$ cat src/rtl/nibble_serial_adder_ctrl.sv
// Serial WIDTH-bit adder: one shared 4-bit ripple-carry slice, one nibble per clock.
// LSB nibble first, carry registered between nibbles, start/busy/done handshake.

module Full_adder_4bit (
  input  logic [3:0] a,
  input  logic [3:0] b,
  input  logic       cin,
  output logic [3:0] sum,
  output logic       cout
);
  always_comb begin
    logic cy;
    cy  = cin;
    sum = '0;
    for (int unsigned i = 0; i < 4; i++) begin
      sum[i] = a[i] ^ b[i] ^ cy;
      cy     = (a[i] & b[i]) | (cy & (a[i] ^ b[i]));
    end
    cout = cy;
  end
endmodule

module nibble_serial_adder_ctrl #(
  parameter int WIDTH = 16
) (
  input  logic             clk,
  input  logic             rst,
  input  logic             start,
  input  logic [WIDTH-1:0] A,
  input  logic [WIDTH-1:0] B,
  input  logic             Cin,
  output logic             busy,
  output logic             done,
  output logic [WIDTH-1:0] Sum,
  output logic             Cout
);
  localparam int NIBBLES = WIDTH / 4;
  localparam int IDXW    = (NIBBLES > 1) ? $clog2(NIBBLES) : 1;
  localparam logic [IDXW-1:0] LAST_IDX = IDXW'(NIBBLES - 1);

  typedef enum logic [1:0] {IDLE, RUN, DONE} state_t;

  state_t            state_q, state_d;
  logic [WIDTH-1:0]  a_sh_q, a_sh_d;
  logic [WIDTH-1:0]  b_sh_q, b_sh_d;
  logic [WIDTH-1:0]  acc_q, acc_d;
  logic              carry_q, carry_d;
  logic [IDXW-1:0]   idx_q, idx_d;
  logic [WIDTH-1:0]  sum_q, sum_d;
  logic              cout_q, cout_d;

  logic [3:0]        fa_sum;
  logic              fa_cout;
  logic [WIDTH-1:0]  acc_shift;

  Full_adder_4bit u_fa (
    .a    (a_sh_q[3:0]),
    .b    (b_sh_q[3:0]),
    .cin  (carry_q),
    .sum  (fa_sum),
    .cout (fa_cout)
  );

  // Shift form (rather than a concatenation slice) keeps WIDTH=4 legal.
  assign acc_shift = (acc_q >> 4) | (WIDTH'(fa_sum) << (WIDTH - 4));

  always_comb begin
    state_d = state_q;
    a_sh_d  = a_sh_q;
    b_sh_d  = b_sh_q;
    acc_d   = acc_q;
    carry_d = carry_q;
    idx_d   = idx_q;
    sum_d   = sum_q;
    cout_d  = cout_q;
    case (state_q)
      IDLE: begin
        if (start) begin
          a_sh_d  = A;
          b_sh_d  = B;
          carry_d = Cin;
          acc_d   = '0;
          idx_d   = '0;
          state_d = RUN;
        end
      end
      RUN: begin
        carry_d = fa_cout;
        a_sh_d  = a_sh_q >> 4;
        b_sh_d  = b_sh_q >> 4;
        acc_d   = acc_shift;
        idx_d   = idx_q + 1'b1;
        if (idx_q == LAST_IDX) begin
          sum_d   = acc_shift;
          cout_d  = fa_cout;
          state_d = DONE;
        end
      end
      DONE:    state_d = IDLE;
      default: state_d = IDLE;
    endcase
  end

  always_ff @(posedge clk or posedge rst) begin
    if (rst) begin
      state_q <= IDLE;
      a_sh_q  <= '0;
      b_sh_q  <= '0;
      acc_q   <= '0;
      carry_q <= 1'b0;
      idx_q   <= '0;
      sum_q   <= '0;
      cout_q  <= 1'b0;
    end else begin
      state_q <= state_d;
      a_sh_q  <= a_sh_d;
      b_sh_q  <= b_sh_d;
      acc_q   <= acc_d;
      carry_q <= carry_d;
      idx_q   <= idx_d;
      sum_q   <= sum_d;
      cout_q  <= cout_d;
    end
  end

  assign busy = (state_q != IDLE);
  assign done = (state_q == DONE);
  assign Sum  = sum_q;
  assign Cout = cout_q;
endmodule

$ cat config.mk
export PLATFORM = sky130hd
export DESIGN_NAME = nibble_serial_adder_ctrl
export DESIGN_NICKNAME = d
export VERILOG_FILES = /design/src/rtl/nibble_serial_adder_ctrl.sv
export SDC_FILE = /design/constraint.sdc
export NUM_CORES = 1
export LEC_CHECK = 0
export CORE_MARGIN = 3
export CORE_UTILIZATION = 50
export DETAILED_ROUTE_END_ITERATION = 8
export DONT_BUFFER_PORTS = 1
export PLACE_DENSITY_LB_ADDON = 0.25
export SYNTH_ARGS = -nofsm -noshare
export SYNTH_HDL_FRONTEND = slang
export SYNTH_SLANG_ARGS = --single-unit
$ cat constraint.sdc
create_clock -name clk -period 2 [get_ports clk]
set_input_delay 0.4 -clock clk [delete_from_list [all_inputs] [get_ports clk]]
set_output_delay 0.4 -clock clk [all_outputs]
set_load 0.05 [all_outputs]
[Yosys cells after proc, flatten, opt, wreduce, memory -nomap -nowiden]
Index checks and enable logic that the tools add are counted.
Storage, ports and cells
  register bits after elaboration: 70
  input port bits: 36
  output and inout port bits: 19
  word-level logic and storage cells: 54
Cells by class
  add/subtract/negate cells: 1
  equality and inequality tests: 5
  multiplexer cells: 13
  bitwise operators: 21
  reductions and logical operators: 6
Operators with widths (count)
  $pmux 16 s2: 3
  $mux 16: 3
  $or 12x16->16: 1
  $and 1x1->1: 8
  $pmux 2 s2: 2
  $xor 1x1->1: 8
  $mux 2: 3
  $reduce_and 2->1: 3
  $eq 2x2->1 const B: 2
  $ne 2x2->1 const B: 2
  $or 1x1->1: 4
  $reduce_bool 2->1: 2
  $add 2x1->2 const B: 1
  $eq 2x1->1 const B: 1
  $logic_not 2->1: 1
  $pmux 1 s2: 1
  $mux 1: 1

[Longest topological paths before layout]
  depth after elaboration: 10
  depth in mapped cells: 8
  gate-level depth less buffers: 8

[Cells and area by module]
A second synthesis with hierarchy kept.
Unflattened totals
  cell total of the unflattened synthesis: 260
  area total of the unflattened synthesis: 2941.6 µm²
Modules (own cells, without submodules)
  nibble_serial_adder_ctrl: instances 1, cells each 246, area an instance 2824.0 µm², seq. area each 1651.6 µm²
  Full_adder_4bit: instances 1, cells each 14, area an instance 117.6 µm², seq. area each 0.0 µm²

[Worst setup path after synthesis]
Ideal clock, no wire load.
  kind: register to register
  from: register a_sh_q[0]
  to: register sum_q[15] (netlist: Sum[15])
  library setup time: 0.083 ns
  arrival time: 2.002 ns
  data required time: 1.917 ns
  slack: -0.084 ns
  cell stages (with the launch flop): 9
  buffers on the path: 0
  period minus slack after synthesis: 2.084 ns
  cell sequence: dfrtp_1 > fa_1 > inv_1 > fa_1 > inv_1 > fa_1 > inv_1 > fa_1 > o21ai_0
Between the ends
  word-level cells in the longest chain between the ends: 9
  elaborated cells on any way between the ends: 10
  classes of those cells: 10 x bitwise
Ends and longest elaborated chain
  start, declared: RTL line 44  | logic [WIDTH-1:0] a_sh_q, a_sh_d;
  start signal, assigned: RTL line 116  | a_sh_q <= a_sh_d;
  $xor 1x1->1: RTL line 17  | cy = (a[i] & b[i]) | (cy & (a[i] ^ b[i]));
  $and 1x1->1: RTL line 17
  $or 1x1->1 *: RTL line 17
  $and 1x1->1 *: RTL line 17
  $or 1x1->1 *: RTL line 17
  $and 1x1->1 *: RTL line 17
  $or 1x1->1 *: RTL line 17
  $xor 1x1->1 *: RTL line 16  | sum[i] = a[i] ^ b[i] ^ cy;
  $or 12x16->16 *: RTL line 65  | assign acc_shift = (acc_q >> 4) | (WIDTH'(fa_sum) << (WIDTH - 4));
  end signal, assigned: RTL line 121  | sum_q <= sum_d;
  end, declared: RTL line 49  | logic [WIDTH-1:0] sum_q, sum_d;
Mark *: on every way between the ends. The rest lies on a longest branch, timed or not.
A chain may end at the register's enable or synchronous reset.

[Final worst setup path]
  from: register carry_q
  to: register sum_q[15] (netlist: Sum[15])
Between the ends
  word-level cells in the longest chain between the ends: 8
Ends and longest elaborated chain
  start, declared: RTL line 47  | logic carry_q, carry_d;
  start signal, assigned: RTL line 119  | carry_q <= carry_d;
  $and 1x1->1: RTL line 17
  $or 1x1->1: RTL line 17
  $and 1x1->1: RTL line 17
  $or 1x1->1: RTL line 17
  $and 1x1->1: RTL line 17
  $or 1x1->1: RTL line 17
  $xor 1x1->1: RTL line 16
  $or 12x16->16: RTL line 65
No other way between the ends.

==> run metrics <==
relative slew slack 60.3%; overall die area 6720 um^2; switching share of power about 43%; layout cells sized above 1 between 10% and 20%; largest net degree at the start of global routing 34; post-CTS setup-driven buffer insertion count 0; outcome complete, but fails checks; RePlAce Congestion 0.751; total number of vias slightly below 2,000; path class of the lowest-slack min-delay path in -> reg; width of the die around 80 um; critical path endpoint category register; total standard cell area after synthesis 2890 um^2; Critical Path AT 2.34 ns; relative contribution of combinational cells to total power around a third; number of failing hold endpoints at the final stage 0; setup violators final 2; core footprint roughly 5500 um^2; via-per-instance ratio between 5 and 6; shortest clock period the worst path allows after layout 2.08 ns; # clock sinks 66; detailed-placement wirelength estimate 4.00 mm; length in cells of the worst reg-to-reg path 8; clock power share 16.6%; latest clock arrival within the worst-skew pair 0.34 ns; leakage power summed over all cells 1.40 nW; upper clock frequency limit 480 MHz; post-detailed-route count of antenna-violating nets 0; top-level I/O count 55; switching pwr 0.00256 W; signed area change from the synthesized netlist to the final layout 8.80%; hold-critical path depth 2; Setup WS post-layout -0.0837 ns; top area cells in the synthesized netlist sky130_fd_sc_hd__dfrtp_1, sky130_fd_sc_hd__o22ai_1, sky130_fd_sc_hd__mux2_2, sky130_fd_sc_hd__a21oi_1, sky130_fd_sc_hd__a22o_1; Crit Path Category reg -> reg; count of unique library cells instantiated by Yosys 33; clock input transition at the sequential cells of the worst setup and hold paths 0.07 ns; number of global-route vias before repair 2,018; worst slew pin tran 0.595 ns; total inserted antenna cells 0; Period Utilization, post-route 104%; end point of the worst hold path a_sh_q[14]; 1st-pass router iterations 4; GRT Total Usage between 10% and 20%; number of maximum-capacitance constraint violations 0; Die Span Y 82.0 um; end of the worst register-to-register path Sum[15]; final-layout setup total negative slack -0.150 ns; Worst Path Required roughly 2.3 ns; critical-path maximum fanout 2; TritonCTS buffer count 9; final global-route overflow total 0; Hold Crit Start A[14]; number of warnings issued by yosys 0; Critical Path Start carry_q; internal power contribution 0.00338 W; syn avg cell area 11.6 um^2; Final Max Tran Viols 0; source of the worst register-to-register timing path carry_q; # H-tree levels 3; Wirelength per Cell 17.7 um; violations in the final reports negative setup slack; power after layout approximately 0.0059 W; Peak VDD IR 0.724 mV; Rows 27; post-synthesis sequential element count 66; Max clock buf depth 2; Post-Syn Instances 249; Clock Skews between 0.007 and 0.008 ns; aggregate routed wire length 5.82 mm; net count after synthesis 290; antenna violations before repair 0; iteration-0 DRC count of the detailed router 82; sequential element share of the synthesized area a little under three fifths; R2R Setup Slk -0.08 ns; first-pass GRT wire length ~9.8 mm; number of nets in the layout 294; clock tree from TritonCTS built; share of the synthesized area in the top cell type 57.2%; CP startpoint kind register; most area-hungry cell type in the Yosys netlist sky130_fd_sc_hd__dfrtp_1; RSZ-0062 raised after global routing true; clock tree root driver cell sky130_fd_sc_hd__clkbuf_8; sequential share of power between 40% and 50%; power density over cell area about 1900 nW/um^2; port buffer count 0; starting density of the core 52.1%; DRC violation count after routing 0
-- cell usage in the layout (no fill, tap or decap), types with 2 or more instances in the layout --
master and instances:
sky130_fd_sc_hd__clkbuf_8 11, sky130_fd_sc_hd__inv_2 4, sky130_fd_sc_hd__fa_2 3, sky130_fd_sc_hd__a32o_1 2
sky130_fd_sc_hd__a22o_1 11, sky130_fd_sc_hd__nand3_1 2, sky130_fd_sc_hd__clkinv_2 3, sky130_fd_sc_hd__nor3_1 2
sky130_fd_sc_hd__o32ai_1 4, sky130_fd_sc_hd__buf_4 10, sky130_fd_sc_hd__o21ai_1 3, sky130_fd_sc_hd__mux2_2 13
sky130_fd_sc_hd__nor2_1 6, sky130_fd_sc_hd__nor3b_1 6, sky130_fd_sc_hd__inv_1 14, sky130_fd_sc_hd__nand2b_1 3
sky130_fd_sc_hd__dfrtp_1 66, sky130_fd_sc_hd__a21oi_1 24, sky130_fd_sc_hd__o22a_1 6, sky130_fd_sc_hd__o22ai_1 24
sky130_fd_sc_hd__o21ai_0 14, sky130_fd_sc_hd__nand2_1 11
-- layout make-up --
type / instances / area, um^2
Sequential cell: 66 / 1650
Timing Repair Buffer: 12 / 105
Inverter: 19 / 75.1
Clock buffer: 12 / 155
Clock inverter: 3 / 15.0
Tap cell: 72 / 90.1
Multi-Input combinational cell: 145 / 1050
Fill cell: 503 / 2400
-- flip-flops by register name (all words and copies together), names as in the netlist --
name     cells
acc_q       12
carry_q      1
a_sh_q      16
state_q      2
Cout         1
Sum         16
b_sh_q      16
idx_q        2
-- how the worst max path moves through the flow --
stage | endpoint | slack (ns) | cells after the start
6_report | Sum[15] | -0.08 | 8
3_5_place_dp | Sum[15] | -0.10 | 8
3_3_place_gp | Sum[15] | -0.05 | 8
2_1_floorplan | Sum[15] | -0.01 | 8
5_1_grt | Sum[15] | -0.16 | 8
4_1_cts | Sum[15] | -0.12 | 8
-- worst max-delay path: stages, from the launching register on --
cell and delay (ns):
sky130_fd_sc_hd__dfrtp_1 0.40, sky130_fd_sc_hd__fa_2 0.39, sky130_fd_sc_hd__inv_2 0.06, sky130_fd_sc_hd__fa_2 0.18, sky130_fd_sc_hd__inv_2 0.04, sky130_fd_sc_hd__fa_2 0.32
sky130_fd_sc_hd__inv_2 0.06, sky130_fd_sc_hd__fa_1 0.41, sky130_fd_sc_hd__o21ai_1 0.14
-- metal layers --
layer / share of wire, % / track usage, %
met1: 44 / 24.9
met2: 45 / 30.0
met3: 8.8 / 7.24
met4: 2.0 / 10.5
met5: 0 / 0
-- power groups by stage --
stage / Combinational (W) / Clock (W) / Sequential (W)
3_5_place_dp: 0.00202 / 0 / 0.00299
4_1_cts: 0.00203 / 0.00101 / 0.00296
6_report: 0.00200 / 0.000986 / 0.00296
5_1_grt: 0.00229 / 0.00107 / 0.00305
3_3_place_gp: 0.00196 / 0 / 0.00296
2_1_floorplan: 0.00173 / 0 / 0.00283
-- kinds of logic after synthesis --
| logic type | count (synthesis) | synth area share (%) |
|---|---|---|
| muxes | 14 | 5.46 |
| AOI/OAI and AO/OA | 92 | 20.7 |
| DFF | 66 | 57.2 |
| adders and majority gates | 5 | 3.21 |
| buffers and inverters | 38 | 6.72 |
| and+or+nand+nor | 34 | 6.72 |
-- cells in the mapped netlist, drive strengths merged --
| cell | count |
|---|---|
| a211oi | 1 |
| a21oi | 24 |
| a221oi | 1 |
| a22o | 11 |
| a32o | 2 |
| buf | 17 |
| clkbuf | 2 |
| dfrtp | 66 |
| fa | 4 |
| ha | 1 |
| inv | 19 |
| mux2 | 14 |
| nand2 | 11 |
| nand2b | 3 |
| nand3 | 2 |
| nand3b | 1 |
| nor2 | 7 |
| nor2b | 1 |
| nor3 | 2 |
| nor3b | 6 |
| o21ai | 17 |
| o21ba | 1 |
| o21bai | 1 |
| o22a | 6 |
| o22ai | 24 |
| o32ai | 4 |
| or3b | 1 |
-- per-stage QoR --
stage / instance area, um^2 / setup WS (ns) / instances / hold slack [ns] / utilization [%]
after floorplan: 2900 / -0.0109 / 249 / 0.459 / -
after global placement: 2960 / -0.0503 / 313 / 0.285 / 53.5
after detailed placement: 2960 / -0.102 / 313 / 0.288 / 53.5
after CTS: 3140 / -0.116 / 329 / 0.185 / 56.7
after global routing: 3140 / -0.163 / 329 / 0.206 / 56.7
final: 3140 / -0.0837 / 329 / 0.198 / 56.7
-- repair_timing --
item	4_1_cts	5_1_grt
endpoints found under the setup margin	2	2
cloned	0	0
gates resized for setup	1	0
pin swaps	3	1
hold buffers	1	0
endpoints found under the hold margin	15	0
Note: power is estimated with default switching activity, not from simulation.
==> RTL change 1: new RTL, same flow settings <==
Register the inputs `start`, `A`, `B` and `Cin` before use, with the module's reset. The logic sees them one clock later. Comments in the files are not updated.
--- a/src/rtl/nibble_serial_adder_ctrl.sv
+++ b/src/rtl/nibble_serial_adder_ctrl.sv
@@ -41,4 +41,23 @@
   typedef enum logic [1:0] {IDLE, RUN, DONE} state_t;
 
+  logic start_q;
+  logic [WIDTH-1:0] A_q;
+  logic [WIDTH-1:0] B_q;
+  logic Cin_q;
+
+  always_ff @(posedge clk or posedge rst) begin
+    if (rst) begin
+      start_q <= '0;
+      A_q     <= '0;
+      B_q     <= '0;
+      Cin_q   <= '0;
+    end else begin
+      start_q <= start;
+      A_q     <= A;
+      B_q     <= B;
+      Cin_q   <= Cin;
+    end
+  end
+
   state_t            state_q, state_d;
   logic [WIDTH-1:0]  a_sh_q, a_sh_d;
@@ -76,8 +95,8 @@
     case (state_q)
       IDLE: begin
-        if (start) begin
-          a_sh_d  = A;
-          b_sh_d  = B;
-          carry_d = Cin;
+        if (start_q) begin
+          a_sh_d  = A_q;
+          b_sh_d  = B_q;
+          carry_d = Cin_q;
           acc_d   = '0;
           idx_d   = '0;
Formal check against the unedited RTL: not equivalent (Yosys sat finds a counterexample within 4 cycles, from zero or initial values and one cycle with rst high).
==> RTL change 1 against the unedited design <==
The flow still finishes with violations (negative setup slack); clock power increased by 49%; area after synthesis rose by 36%; core utilization grew 1.8 points; largest cell class unchanged; total power is 25% higher; sequential power increased by 23%; cell area is 39% higher; critical endpoint unchanged; worst hold slack worse by 140 ps; routed wire length up 16%; highest routed layer unchanged; clock skew rose by 2.5 ps; sequential cell count is 34 higher; largest power group unchanged; critical path type unchanged; setup slack worse by 5.6 ps; non-clock buffer count increased by 2; count of clock-buffer cells in the layout up 1; global-route usage down 3.3 points.
==> RTL change 1: results (changes against the unedited design) <==
timing:
  worst_slack_ps: -89.3  # -5.58 ps
  holdWs_ps: 55.4  # -142 ps
  setup_tns_ps: -205  # -55.5 ps
  setup_viol: 3  # +1
  clock_skew_ps: 9.81  # +2.55 ps
  slew_headroom: 0.430  # -0.173
synthesis:
  synthTopCellsByCount: "dfrtp_1 (100), inv_1 (36), nor4b_1 (25)"
  yosysUniqueCellTypes: 26  # -21%
  synth.area.top_cells: "dfrtp_1 (64%), nor4b_1 (5.6%), a211oi_1 (3.8%)"
  synth_fp_nets: 331  # +14%
  yosysSeqAreaShare: 0.636  # +0.0638
  yosys.area_share.adder: 0.0235  # -0.00854
  synth_compound_area_frac: 0.100  # -0.107
power_and_ir_drop:
  p_int_uw: 4590  # +36%
  power.leakage_uw: 0.00197  # +40%
  vdd_ir_drop_max_uv: 769  # +6.2%
  power_frac_seq: 0.492  # -0.006
  power_frac_comb: 0.310  # -0.026
global_routing:
  met1_usage: 0.234  # -0.0147
  grt_usage: 0.166  # -0.0329
  use_met3: 0.0375  # -0.0349
  grt_util_met2: 0.243  # -0.0572
  grt_pass1_vias: 2260  # +12%
  grt_pass1_wl_um: 11300  # +15%
  grt_max_degree: 59  # +74%
layout:
  fin_nets: 333  # +13%
  layout-drive-gt1-share: 0.189  # -0.00600
routing:
  wl_met3_um: 338  # -34%
  drtIter0Drc: 76  # -7.3%
  via_per_inst: 5.58  # -5.4%
  post_drt_wl_per_cell_um: 17.1  # -3.2%
  wl_met1_um: 3290  # +28%
critical_path:
  critPathMaxStageDelay_ps: 410  # about the same
  crit_slowest_cell: "dfrtp_1"
  arrival_ps: 2370  # +30 ps
  r2r_cells: 8  # unchanged
min_path:
  whs_path_depth: 0  # -2
  hp-start: "B[9]"
  min_to: "B_q[9]"
place:
  place_congestion: 0.715  # -4.8%
run_status:
  violations: "negative setup slack"
  outcome: "finished with violations"
[RTL change 1: what timing repair did]
item | CTS | global route
pin swaps | 2 | 2
cloned | 0 | 0
hold buffers | 1 | 0
endpoints found under the setup margin | 3 | 3
hold endpoints to repair | 42 | 0
resized for setup | 2 | 0
[RTL change 1: area by class of cell]
cell class                 count  area (um2)
clock buffer                  13         169
tap                           99         124
sequential                   100        2500
multi-input combinational    131        1200
fill                         605        3090
timing repair buffer          14         158
clock inverter                 3        67.6
inverter                      36         139
[RTL change 1: stage by stage]
| step | worst slack (ps) | total power [uW] | cells | cell area [um2] |
|---|---|---|---|---|
| after floorplan | -16.4 | 5400 | 290 | 3950 |
| after global placement | -60.7 | 5880 | 379 | 4100 |
| after detailed placement | -116 | 5970 | 379 | 4100 |
| after CTS | -120 | 7480 | 396 | 4360 |
| after global routing | -176 | 7900 | 396 | 4360 |
| final | -89.3 | 7410 | 396 | 4360 |
==> RTL change 2: new RTL, config.mk and constraints unchanged <==
Made on the original files. Set the parameter `WIDTH` to 8 (it was 16).
--- a/src/rtl/nibble_serial_adder_ctrl.sv
+++ b/src/rtl/nibble_serial_adder_ctrl.sv
@@ -22,5 +22,5 @@
 
 module nibble_serial_adder_ctrl #(
-  parameter int WIDTH = 16
+  parameter int WIDTH = 8
 ) (
   input  logic             clk,
Interface: changed (resized A, B and Sum); port bits go from 55 to 31. The function was not compared with the original's and may differ.
==> RTL change 2 against the unedited design <==
Maximum frequency decreased by 1.7%; total power decreased by 46%; clock skew decreased by 3.4 ps; cell area decreased by 48%; critical path type unchanged; critical path depth unchanged; area after synthesis decreased by 47%; final cell count decreased by 50%; setup slack got worse by 36 ps; the flow still finishes with violations (negative setup slack); sequential cell count decreased by 33; combinational power decreased by 33%; routed wire length decreased by 51%; largest power group unchanged.
==> RTL change 2: results (changes against the unedited design) <==
power_and_ir_drop:
  vdd_ir_drop_max_uv: 964  # +33%
  power.leakage_uw: 0.000757  # -46%
  p_sw_frac: 0.452  # +0.0215
critical_path:
  cp-endpoint: "acc_q[7]"
  arrival_ps: 2370  # +30 ps
  r2r-start: "a_sh_q[0]"
  path_max_fanout: 2  # unchanged
routing:
  dr_total_vias: 975  # -50%
  drt-pass1-iter-count: 4  # unchanged
  post_drt_wl_per_cell_um: 17.3  # -2.3%
  drtIter0Drc: 41  # -50%
timing:
  setup_viol: 2  # unchanged
  holdWs_ps: 39.5  # -158 ps
  clock_skew_ps: 3.85  # -3.41 ps
  worstMarginPinSlew_ps: 905  # +309 ps
  worst_slack_ps: -120  # -36.1 ps
cts:
  cts_buffers: 5  # -4
  clock-root-buffer: "clkbuf_4"
  clk_pin_slew_ps: 90  # +20 ps
  htreeDepth: 2  # -1
  clock_latency_ps: 330
global_routing:
  grt_usage: 0.177  # -0.0214
  grt_pass1_vias: 988  # -51%
  grt_pass1_wl_um: 4670  # -52%
  grt_max_degree: 34  # unchanged
min_path:
  hold_class: "input pin to asynchronous set/reset pin"
layout:
  fillerInstances: 253  # -50%
  layout-drive-gt1-share: 0.286  # +0.0912
  fin_nets: 156  # -47%
synthesis:
  yosysUniqueCellTypes: 31  # -6.1%
  synthTopCellsByCount: "dfrtp_1 (33), inv_1 (12), o21ai_0 (10)"
  synth.area.top_cells: "dfrtp_1 (54%), fa_1 (5.2%), a22o_1 (4.6%)"
  async_flop_share: 1.00  # unchanged
  yosysSeqAreaShare: 0.539  # -0.0327
  synth_fp_nets: 149  # -49%
run_status:
  violations: "negative setup slack"
  outcome: "finished with violations"
place:
  place_congestion: 0.866  # +15%
  io_buffers: 0  # unchanged
  hpwl_um: 2100  # -47%
[RTL change 2: changes by cell type in the layout (fill, tap and decap cells not counted), sizes merged, moves of 4 or more]
cell    unedited run  this run
a21oi             24         4
buf               11         6
clkbuf            12         8
dfrtp             66        33
inv               18        13
mux2              14         6
nor3b              6         0
o21ai             17        10
o22a               6         0
o22ai             24         8
[RTL change 2: worst min-delay path by stage]
stage,end,cells past startpoint
after global placement,Sum[3],2
after CTS,Sum[4],2
after global routing,Sum[4],2
after floorplan,acc_q[5],2
after detailed placement,Sum[3],2
final,Sum[4],2
[RTL change 2: layout make-up]
cell class,instances,area [um2],area share
multi-input cells,73,611,0.377
well taps,31,38.8,0.0240
flip-flops and latches,33,827,0.511
inverters,13,48.8,0.0301
clock buffers,8,48.8,0.0301
repair buffers,6,45.0,0.0278
[RTL change 2: timing repair]
action | CTS | global route
pin swaps | 3 | 3
hold buffers | 0 | 0
resized for setup | 2 | 1
endpoints found under the setup margin | 4 | 4
[RTL change 2: per-layer routing]
layer	part of all wire	vias up	track usage	wire length, um
met4	0.017	0	0.0727	47
met1	0.44	488	0.223	1240
met2	0.49	30	0.279	1380
li1	-	453	-	-
met5	0	-	0	0
met3	0.059	4	0.0629	168
[RTL change 2: power by group through the flow]
| stage | Combinational, uW | Clock, uW | Sequential [uW] |
|---|---|---|---|
| detailed placement | 1340 | 0 | 1550 |
| CTS | 1360 | 358 | 1530 |
| global route | 1510 | 394 | 1580 |
| global placement | 1290 | 0 | 1520 |
| finish | 1340 | 348 | 1530 |
| floorplan | 1140 | 0 | 1460 |
[RTL change 2: per-stage QoR]
stage	cells	util	TNS (ps)	worst slack (ps)	area, um2
floorplan	125	-	-21.8	-10.9	1540
global placement	156	0.555	-72.1	-37.3	1570
detailed placement	156	0.555	-150	-74.2	1570
CTS	164	0.572	-221	-123	1620
global route	164	0.572	-426	-189	1620
finish	164	0.572	-202	-120	1620
[RTL change 2: logic make-up after synthesis]
| kind of cell | synth area share |
|---|---|
| AO/OA/AOI/OAI | 0.181 |
| flip-flops | 0.539 |
| AND/OR/NAND/NOR | 0.109 |
| buffers and inverters | 0.0670 |
| multiplexers | 0.0515 |
| adder cells (fa/ha/maj) | 0.0523 |
[RTL change 2: worst max-delay path, cell delays in order (launching register included)]
cell and delay, ps:
dfrtp_1 410, fa_2 390, inv_2 60, fa_2 180, inv_2 40, fa_2 320, inv_2 60, fa_1 420
o21ai_1 150
